$ cat src/rtl/md_pkg.sv
// md_pkg: operation encodings and default latencies for the multiply/divide scheduler
package md_pkg;
    typedef enum logic [2:0] {
        MD_NONE  = 3'd0,
        MD_MULT  = 3'd1,
        MD_MULTU = 3'd2,
        MD_DIV   = 3'd3,
        MD_DIVU  = 3'd4,
        MD_MTHI  = 3'd5,
        MD_MTLO  = 3'd6
    } md_op_t;

    localparam int MD_MULT_CYCLES = 5;
    localparam int MD_DIV_CYCLES  = 10;

    function automatic logic is_arith(input md_op_t op);
        return op inside {MD_MULT, MD_MULTU, MD_DIV, MD_DIVU};
    endfunction
endpackage

$ cat src/rtl/md_sched_if.sv
// md_sched_if: E/D-stage request and HI/LO result bundle between the pipeline and md_sched
interface md_sched_if;
    logic        md_valid_E;
    logic [2:0]  md_op_E;
    logic [31:0] rs_val_E;
    logic [31:0] rt_val_E;
    logic        md_use_D;
    logic        busy;
    logic        stall_md;
    logic [31:0] hi;
    logic [31:0] lo;

    modport master (
        output md_valid_E, md_op_E, rs_val_E, rt_val_E, md_use_D,
        input  busy, stall_md, hi, lo
    );
    modport slave (
        input  md_valid_E, md_op_E, rs_val_E, rt_val_E, md_use_D,
        output busy, stall_md, hi, lo
    );
endinterface

$ cat src/rtl/md_arith.sv
// md_arith: combinational multiply/divide datapath returning {hi,lo} and a write enable
module md_arith
    import md_pkg::*;
(
    input  md_op_t      op,
    input  logic [31:0] a,
    input  logic [31:0] b,
    output logic [63:0] res,
    output logic        we
);
    logic        sgn, neg;
    logic [31:0] ma, mb, q, r;
    logic [63:0] prod;

    // Signed ops run on magnitudes so MIN/-1 wraps cleanly instead of overflowing.
    always_comb begin
        sgn  = op inside {MD_MULT, MD_DIV};
        neg  = sgn && (a[31] ^ b[31]);
        ma   = (sgn && a[31]) ? -a : a;
        mb   = (sgn && b[31]) ? -b : b;
        prod = {32'd0, ma} * {32'd0, mb};
        q    = (mb == 32'd0) ? 32'd0 : ma / mb;
        r    = (mb == 32'd0) ? 32'd0 : ma % mb;
        res  = (op inside {MD_MULT, MD_MULTU}) ? (neg ? -prod : prod)
                                               : {(sgn && a[31]) ? -r : r, neg ? -q : q};
        we   = (op inside {MD_MULT, MD_MULTU}) || ((op inside {MD_DIV, MD_DIVU}) && b != 32'd0);
    end
endmodule

$ cat src/rtl/md_sched.sv
// md_sched: multiply/divide scheduler owning HI/LO and raising the D-stage stall
// MD_FLUSH_EN adds md_flush, which abandons the in-flight op and any same-cycle HI/LO update.
module md_sched
    import md_pkg::*;
#(
    parameter int MULT_CYCLES = MD_MULT_CYCLES,
    parameter int DIV_CYCLES  = MD_DIV_CYCLES
) (
    input logic       clk,
    input logic       reset,
    md_sched_if.slave bus
`ifdef MD_FLUSH_EN
    ,
    input logic       md_flush
`endif
);
    localparam int NMAX = (MULT_CYCLES > DIV_CYCLES) ? MULT_CYCLES : DIV_CYCLES;
    localparam int CW   = $clog2(NMAX + 1);

    logic [CW-1:0] cnt, cnt_nxt;
    md_op_t        op_in, op_r;
    logic [31:0]   op_a, op_b, hi, lo, hi_nxt, lo_nxt;
    logic [63:0]   res;
    logic          flush, idle, start, mt, done, we;

`ifdef MD_FLUSH_EN
    assign flush = md_flush;
`else
    assign flush = 1'b0;
`endif

    assign op_in = md_op_t'(bus.md_op_E);
    assign idle  = cnt == '0;
    assign start = bus.md_valid_E && idle && is_arith(op_in);
    assign mt    = bus.md_valid_E && idle && !flush && (op_in inside {MD_MTHI, MD_MTLO});
    assign done  = cnt == CW'(1);

    md_arith u_arith (
        .op  (op_r),
        .a   (op_a),
        .b   (op_b),
        .res (res),
        .we  (we)
    );

    always_ff @(posedge clk) begin
        if (!reset) begin
            cnt  <= '0;
            op_r <= MD_NONE;
            op_a <= '0;
            op_b <= '0;
            hi   <= '0;
            lo   <= '0;
        end else begin
            cnt <= cnt_nxt;
            hi  <= hi_nxt;
            lo  <= lo_nxt;
            if (start && !flush) begin
                op_r <= op_in;
                op_a <= bus.rs_val_E;
                op_b <= bus.rt_val_E;
            end
        end
    end

    // Requests arriving while running are ignored: only idle cycles can start or move.
    always_comb begin
        cnt_nxt = (flush || (idle && !start)) ? '0
                : start ? CW'((op_in inside {MD_DIV, MD_DIVU}) ? DIV_CYCLES : MULT_CYCLES)
                : cnt - CW'(1);
        hi_nxt  = (done && we && !flush) ? res[63:32]
                : (mt && op_in == MD_MTHI) ? bus.rs_val_E : hi;
        lo_nxt  = (done && we && !flush) ? res[31:0]
                : (mt && op_in == MD_MTLO) ? bus.rs_val_E : lo;
    end

    always_comb begin
        bus.busy     = start || !idle;
        bus.stall_md = bus.md_use_D && (start || !idle);
        bus.hi       = hi;
        bus.lo       = lo;
    end
endmodule

$ cat src/flat_wrapper.sv
// flat-port wrapper written by rule: the top's interface ports become plain ports
module md_sched_flat import md_pkg::*;
#(
    parameter int MULT_CYCLES = MD_MULT_CYCLES,
    parameter int DIV_CYCLES  = MD_DIV_CYCLES
)
  (clk, reset, bus_md_valid_E, bus_md_op_E, bus_rs_val_E, bus_rt_val_E, bus_md_use_D, bus_busy, bus_stall_md, bus_hi, bus_lo);
  md_sched_if bus_i ();
  input logic clk;
  input logic reset;
  input wire logic [$bits(bus_i.md_valid_E)-1:0] bus_md_valid_E;
  input wire logic [$bits(bus_i.md_op_E)-1:0] bus_md_op_E;
  input wire logic [$bits(bus_i.rs_val_E)-1:0] bus_rs_val_E;
  input wire logic [$bits(bus_i.rt_val_E)-1:0] bus_rt_val_E;
  input wire logic [$bits(bus_i.md_use_D)-1:0] bus_md_use_D;
  output wire logic [$bits(bus_i.busy)-1:0] bus_busy;
  output wire logic [$bits(bus_i.stall_md)-1:0] bus_stall_md;
  output wire logic [$bits(bus_i.hi)-1:0] bus_hi;
  output wire logic [$bits(bus_i.lo)-1:0] bus_lo;
  assign bus_i.md_valid_E = bus_md_valid_E;
  assign bus_i.md_op_E = bus_md_op_E;
  assign bus_i.rs_val_E = bus_rs_val_E;
  assign bus_i.rt_val_E = bus_rt_val_E;
  assign bus_i.md_use_D = bus_md_use_D;
  assign bus_busy = bus_i.busy;
  assign bus_stall_md = bus_i.stall_md;
  assign bus_hi = bus_i.hi;
  assign bus_lo = bus_i.lo;
  md_sched #(.MULT_CYCLES(MULT_CYCLES), .DIV_CYCLES(DIV_CYCLES)) u_core (.clk(clk), .reset(reset), .bus(bus_i));
endmodule
$ cat config.mk
export PLATFORM = sky130hd
export DESIGN_NAME = md_sched_flat
export DESIGN_NICKNAME = d
export VERILOG_FILES = /design/src/rtl/md_pkg.sv /design/src/rtl/md_sched_if.sv /design/src/rtl/md_arith.sv /design/src/rtl/md_sched.sv /design/src/flat_wrapper.sv
export SDC_FILE = /design/constraint.sdc
export NUM_CORES = 2
export LEC_CHECK = 0
export BUFFER_PORTS_ARGS = -buffer_cell sky130_fd_sc_hd__buf_2
export CAP_MARGIN = 20
export CORE_MARGIN = 3
export CORE_UTILIZATION = 50
export CTS_BUF_LIST = sky130_fd_sc_hd__clkbuf_8
export DETAILED_ROUTE_END_ITERATION = 6
export HOLD_SLACK_MARGIN = 0.03
export PLACE_DENSITY = 0.64
export SLEW_MARGIN = 20
export SYNTH_ARGS = -nofsm -noshare
export SYNTH_HDL_FRONTEND = slang
export SYNTH_SLANG_ARGS = --single-unit
$ cat constraint.sdc
create_clock -name clk -period 110.8 [get_ports clk]
set_input_delay 22.16 -clock clk [delete_from_list [all_inputs] [get_ports clk]]
set_output_delay 22.16 -clock clk [all_outputs]
set_load 0.1 [all_outputs]
After elaboration in Yosys (flattened, before gate mapping)
Cells that the tools add are included.
Operators by class
  add/sub/neg operators: 6
  $mul: 1
  div/mod/pow operators: 2
  eq/ne operators: 11
  mux-type cells: 14
  bitwise operators: 2
  reduce and logical (&&, ||, !) cells: 28
Operators with widths (count)
  32-bit two-way mux: 10
  64-bit two-way mux: 2
  32-bit negator: 4
  32-bit by 32-bit multiplier with 64-bit output: 1
  64-bit negator: 1
  32-bit by 32-bit divider with 32-bit output: 1
  32-bit zero test: 1
  32-bit by 32-bit remainder unit with 32-bit output: 1
  32-bit nonzero test: 1
  2-bit nonzero test: 7
  3-bit by 2-bit == test with 1-bit output (second input constant): 4
  3-bit == test (second input constant): 4
  1-bit logical AND: 12
  4-bit two-way mux: 2
  3-bit by 1-bit == test with 1-bit output (second input constant): 2
  4-bit by 1-bit == test with 1-bit output (second input constant): 1
  4-bit zero test: 1
  4-bit nonzero test: 1
  4-bit by 1-bit subtractor with 4-bit output (second input constant): 1
  1-bit zero test: 2
  1-bit logical OR: 2
  2-bit OR reduction: 1
  1-bit inverter: 1
  1-bit XOR: 1
Storage, ports and cells
  register bits: 135
  logic and storage cells: 70

Depth between registers and ports, before layout
  word-level depth: 10
  gate-level depth with buffers: 377
  gate-level depth less buffers: 350

Modules after synthesis
From an unflattened synthesis, not the netlist that was laid out.
Unflattened totals
  cell total of the unflattened synthesis: 10330
  area total of the unflattened synthesis: 76932.5 µm²
Modules (own cells, without submodules)
  md_arith: times used 1, cells an instance 9662, area each 70144.8 µm², sequential area each 0.0 µm²
  md_sched: times used 1, cells an instance 668, area each 6787.8 µm², sequential area each 2702.6 µm²

Worst setup path before layout
No wires, ideal clock.
  path type: reg-to-reg
  from: register u_core.op_b[0]
  to: register u_core.hi[20] (netlist: u_core.bus.hi[20])
  setup time: 0.087 ns
  arrival time: 78.424 ns
  data required time: 110.713 ns
  slack: 32.289 ns
  stages on the path, launching flop included: 344
  path buffers: 57
  period minus slack after synthesis: 78.511 ns
  cell sequence: dfxtp_1 clkbuf_1 inv_1 clkbuf_1 ha_1 clkbuf_1 nor3b_1 nand4_1 nor3b_1 nor4_1 and3_1 clkbuf_1 and4_1 buf_2 buf_4 nand4_1 nor2b_1 ha_1 [... 308 more ...] o41ai_1 a211oi_1 or2_2 clkbuf_1 clkbuf_1 clkbuf_1 nand2_1 o211ai_1 ha_1 o21ai_0 nor4_1 and3_1 nand3_1 or3b_1 o31ai_1 xor2_1 and2_1 o31ai_1
Between the ends
  longest elaborated chain between the ends: 8
  elaborated cells on any way between the ends: 17
  classes of those cells: add/sub: 3; mul: 1; div: 1; mux: 6; reduce/logical: 6
RTL lines
  from (decl): RTL line md_sched.sv:22  | logic [31:0] op_a, op_b, hi, lo, hi_nxt, lo_nxt;
  from (signal assigned): RTL line md_sched.sv:61  | op_b <= bus.rt_val_E;
  32-bit negator: RTL line md_arith.sv:20  | mb = (sgn && b[31]) ? -b : b;
  32-bit two-way mux: RTL line md_arith.sv:20
  32-bit by 32-bit remainder unit with 32-bit output / 32-bit zero test (equally long branches): RTL line md_arith.sv:23  | r = (mb == 32'd0) ? 32'd0 : ma % mb;
  32-bit two-way mux: RTL line md_arith.sv:23
  32-bit negator: RTL line md_arith.sv:25  | : {(sgn && a[31]) ? -r : r, neg ? -q : q};
  32-bit two-way mux: RTL line md_arith.sv:25
  64-bit two-way mux: RTL line md_arith.sv:24  | res = (op inside {MD_MULT, MD_MULTU}) ? (neg ? -prod : prod)
  32-bit two-way mux: RTL line md_sched.sv:71  | hi_nxt = (done && we && !flush) ? res[63:32]
  to (signal assigned): RTL line md_sched.sv:56  | hi <= hi_nxt;
  to (decl): RTL line md_sched.sv:22
Parallel ways exist; a longest one is shown, timed or not.
A chain may end at the register's enable or synchronous reset.

Worst setup path in the final report
  from: register u_core.op_b[0]
  to: register u_core.hi[21] (netlist: u_core.bus.hi[21])
The elaborated chain is that of the path after synthesis.

==> reports/results.tsv <==
metric	value	unit
status	finished with violations	
failing checks	DRC	
Post-Syn Area	75800	sq um
CP Class	flip-flop to flip-flop	
PostCTS Resize Cnt	0	
FP Rows	142	
synth unique cells	118	
Post-DP Area	79600	sq um
GR Util met1	60.8	%
post-CTS setup buffer count	0	
clk_lat worst skew	0.63	ns
Main synth FF type	dfxtp_1	
I/O Pins	137	
Inst Count DP	12300	
TritonCTS clock tree	yes	
final std cells w/o fill	12300	
full die area	156000	sq um
WL final	398000	um
family with the most delay on the worst path	compound AO/OA/AOI/OAI gates	
GRT overflow	0	
final hold slack	0.470	ns
Worst Hold Class	flip-flop to flip-flop	
Critical-path top delay cell	a211oi_1	
top cell type's share of synthesized area	23.7	%
layout cells sized above 1	7.03	%
Crit. End Element	flip-flop	
GR Util All Layers	49.7	%
Net count, final	12100	
total CTS buffers	17	
delay of the slowest critical-path stage	0.95	ns
violation count after the first detailed-route iteration	11400	
vias in the first global route	81100	
FF-to-FF Start	u_core.op_b[0]	
Arr. time, crit path	105.74	ns
final count of hold timing violations	0	
CTS root buf	clkbuf_8	
Min Clock Period, post-route	105.25	ns
WL per Instance	32.3	um
clock tree buffer depth	2	
Synth Register Bits	135	
GR Util met3	19.4	%
Finished Cell Area	80100	sq um
Synth Area per Inst	7.35	sq um
unrepaired setup endpoints after global routing	false	
via/cell ratio	6.80	
remaining routing DRC violations	14	
post-synthesis sequential area ratio	3.56	%
Slew @ Worst Pin	1.27	ns
max-slew violations	0	
max cap viols	0	
busiest grt layer	met2	
Layout area overhead	5.68	%
number of synthesis warnings	0	
RePlAce Congestion	1.20	
CP max FO	42	
Worst EP required	111.29	ns
core area	150000	sq um
asr flop ratio synth	0	%
fmax	0.00950	GHz
largest area contributor in the netlist	fa_1	
Rel. slew slack	13.8	%
Post-Syn Nets	12100	
antenna viol nets, final	0	
clk_skew	0.0278	ns
global-route wire length before repair	565000	um
Post-synth EDFFs	0	
most frequent cell after synthesis	nand2_1	
CTS Hold Buffers Added	0	
Initial Utilization	50.4	%
Area contributors post-synth	fa_1 24%, ha_1 13%, nand2_1 8.1%	
top post-synthesis cells by count	1634 x nand2_1, 1177 x inv_1, 955 x nor2_1	
Clock Pin Slew Worst Setup and Hold Paths	0.11	ns
Buffers on Ports	136	
startpoint types	flip-flop	
pin count of the biggest net entering global routing	72	
Worst Path Buf+Inv	22	
Setup TNS	0	ns
cell count after synthesis	10300	
Clock Sinks	135	
CTS H-tree lvls	4	
crit path from	u_core.op_b[0]	
Final Cycle Share	95.0	%
Final setup viols	0	
met2 Use GR	70.5	%
Die X	395	um
Hold Path Origin	u_core.bus.lo[0]	
DP HPWL	318000	um
cell mode on critical path	ha_1	
first-pass iteration count of the detailed router	7	
Vias	83800	
die height	395	um
initial antenna violation count	47	
-- worst register-to-register path, delay by kind of cell, from the launching register on --
family                     cells  cell delay (ns)
xor gates and xnor gates       1             0.15
adders and majority gates     32            11.53
and+or+nand+nor              105            35.72
DFF                            1             0.33
muxes                          4             1.61
AOI/OAI and AO/OA            149            50.27
buffers and inverters         22             5.51
-- sequential cells by signal, indices dropped and copies added, names as in the netlist --
name	count
u_core.bus.hi	32
u_core.bus.lo	32
u_core.op_a	32
u_core.op_b	32
u_core.cnt	4
u_core.op_r	3
-- worst paths after layout --
check,to,slack (ns),cells after the start
setup / recovery,u_core.bus.hi[21],5.55,313
hold / removal,u_core.bus.lo[0],0.47,2
setup reg to reg,u_core.bus.hi[21],5.55,313
hold reg to reg,u_core.bus.lo[0],0.47,2
-- layer usage --
metal | vias to the layer above | part of all wire (%)
met5 | - | 0.077
met4 | 28 | 9.4
met3 | 1731 | 15
met2 | 6612 | 40
met1 | 40300 | 36
li1 | 35200 | -
-- logic make-up (layout without fill, tap and decap cells) --
group,after synthesis,count (layout),synth area share [%]
buffers and inverters,1657,1629,8.35
other,0,30,0
XOR/XNOR,573,573,6.63
flip-flops,135,135,3.56
AO/OA/AOI/OAI,2457,2457,21.3
AND/OR/NAND/NOR,3719,3719,22.1
adder cells (fa/ha/maj),1704,1704,37.0
multiplexers,72,72,1.02
-- per-stage QoR --
step | utilization, % | setup WS, ns
floorplan | - | 32.29
global placement | 53.0 | 9.63
detailed placement | 53.0 | 10.82
CTS | 53.2 | 10.43
global route | 53.3 | 3.22
finish | 53.3 | 5.55
-- layout by cell type (no fill, tap or decap), drive strengths merged, types with 26 or more instances in the layout --
master and instances:
a2111oi 32, a211o 29, a211oi 86, a21boi 32
a21o 166, a21oi 719, a221oi 26, a22oi 32
a311oi 29, a31o 26, a31oi 134, and2 62
and3 61, buf 401, dfxtp 135, diode 30
fa 897, ha 807, inv 1193, mux2 41
mux2i 31, nand2 1635, nand2b 72, nand3 192
nand4 101, nor2 957, nor2b 77, nor3 253
nor4 71, o211ai 92, o21a 150, o21ai 450
o21bai 62, o22ai 42, o311ai 27, o31ai 69
or2 53, or3 72, xnor2 339, xor2 234
-- final cells by class --
class	instances	area, sq um
inverter	1196	4490
fill	14600	70200
tap	2016	2520
timing repair buffer	401	2680
antenna	30	75.1
sequential	135	2700
clock inverter	15	164
multi-input combinational	8525	67300
clock buffer	17	234
Power is left out: the tool's default activity adds up to more than one toggle a clock period on the data nets, which glitch-free logic cannot reach.
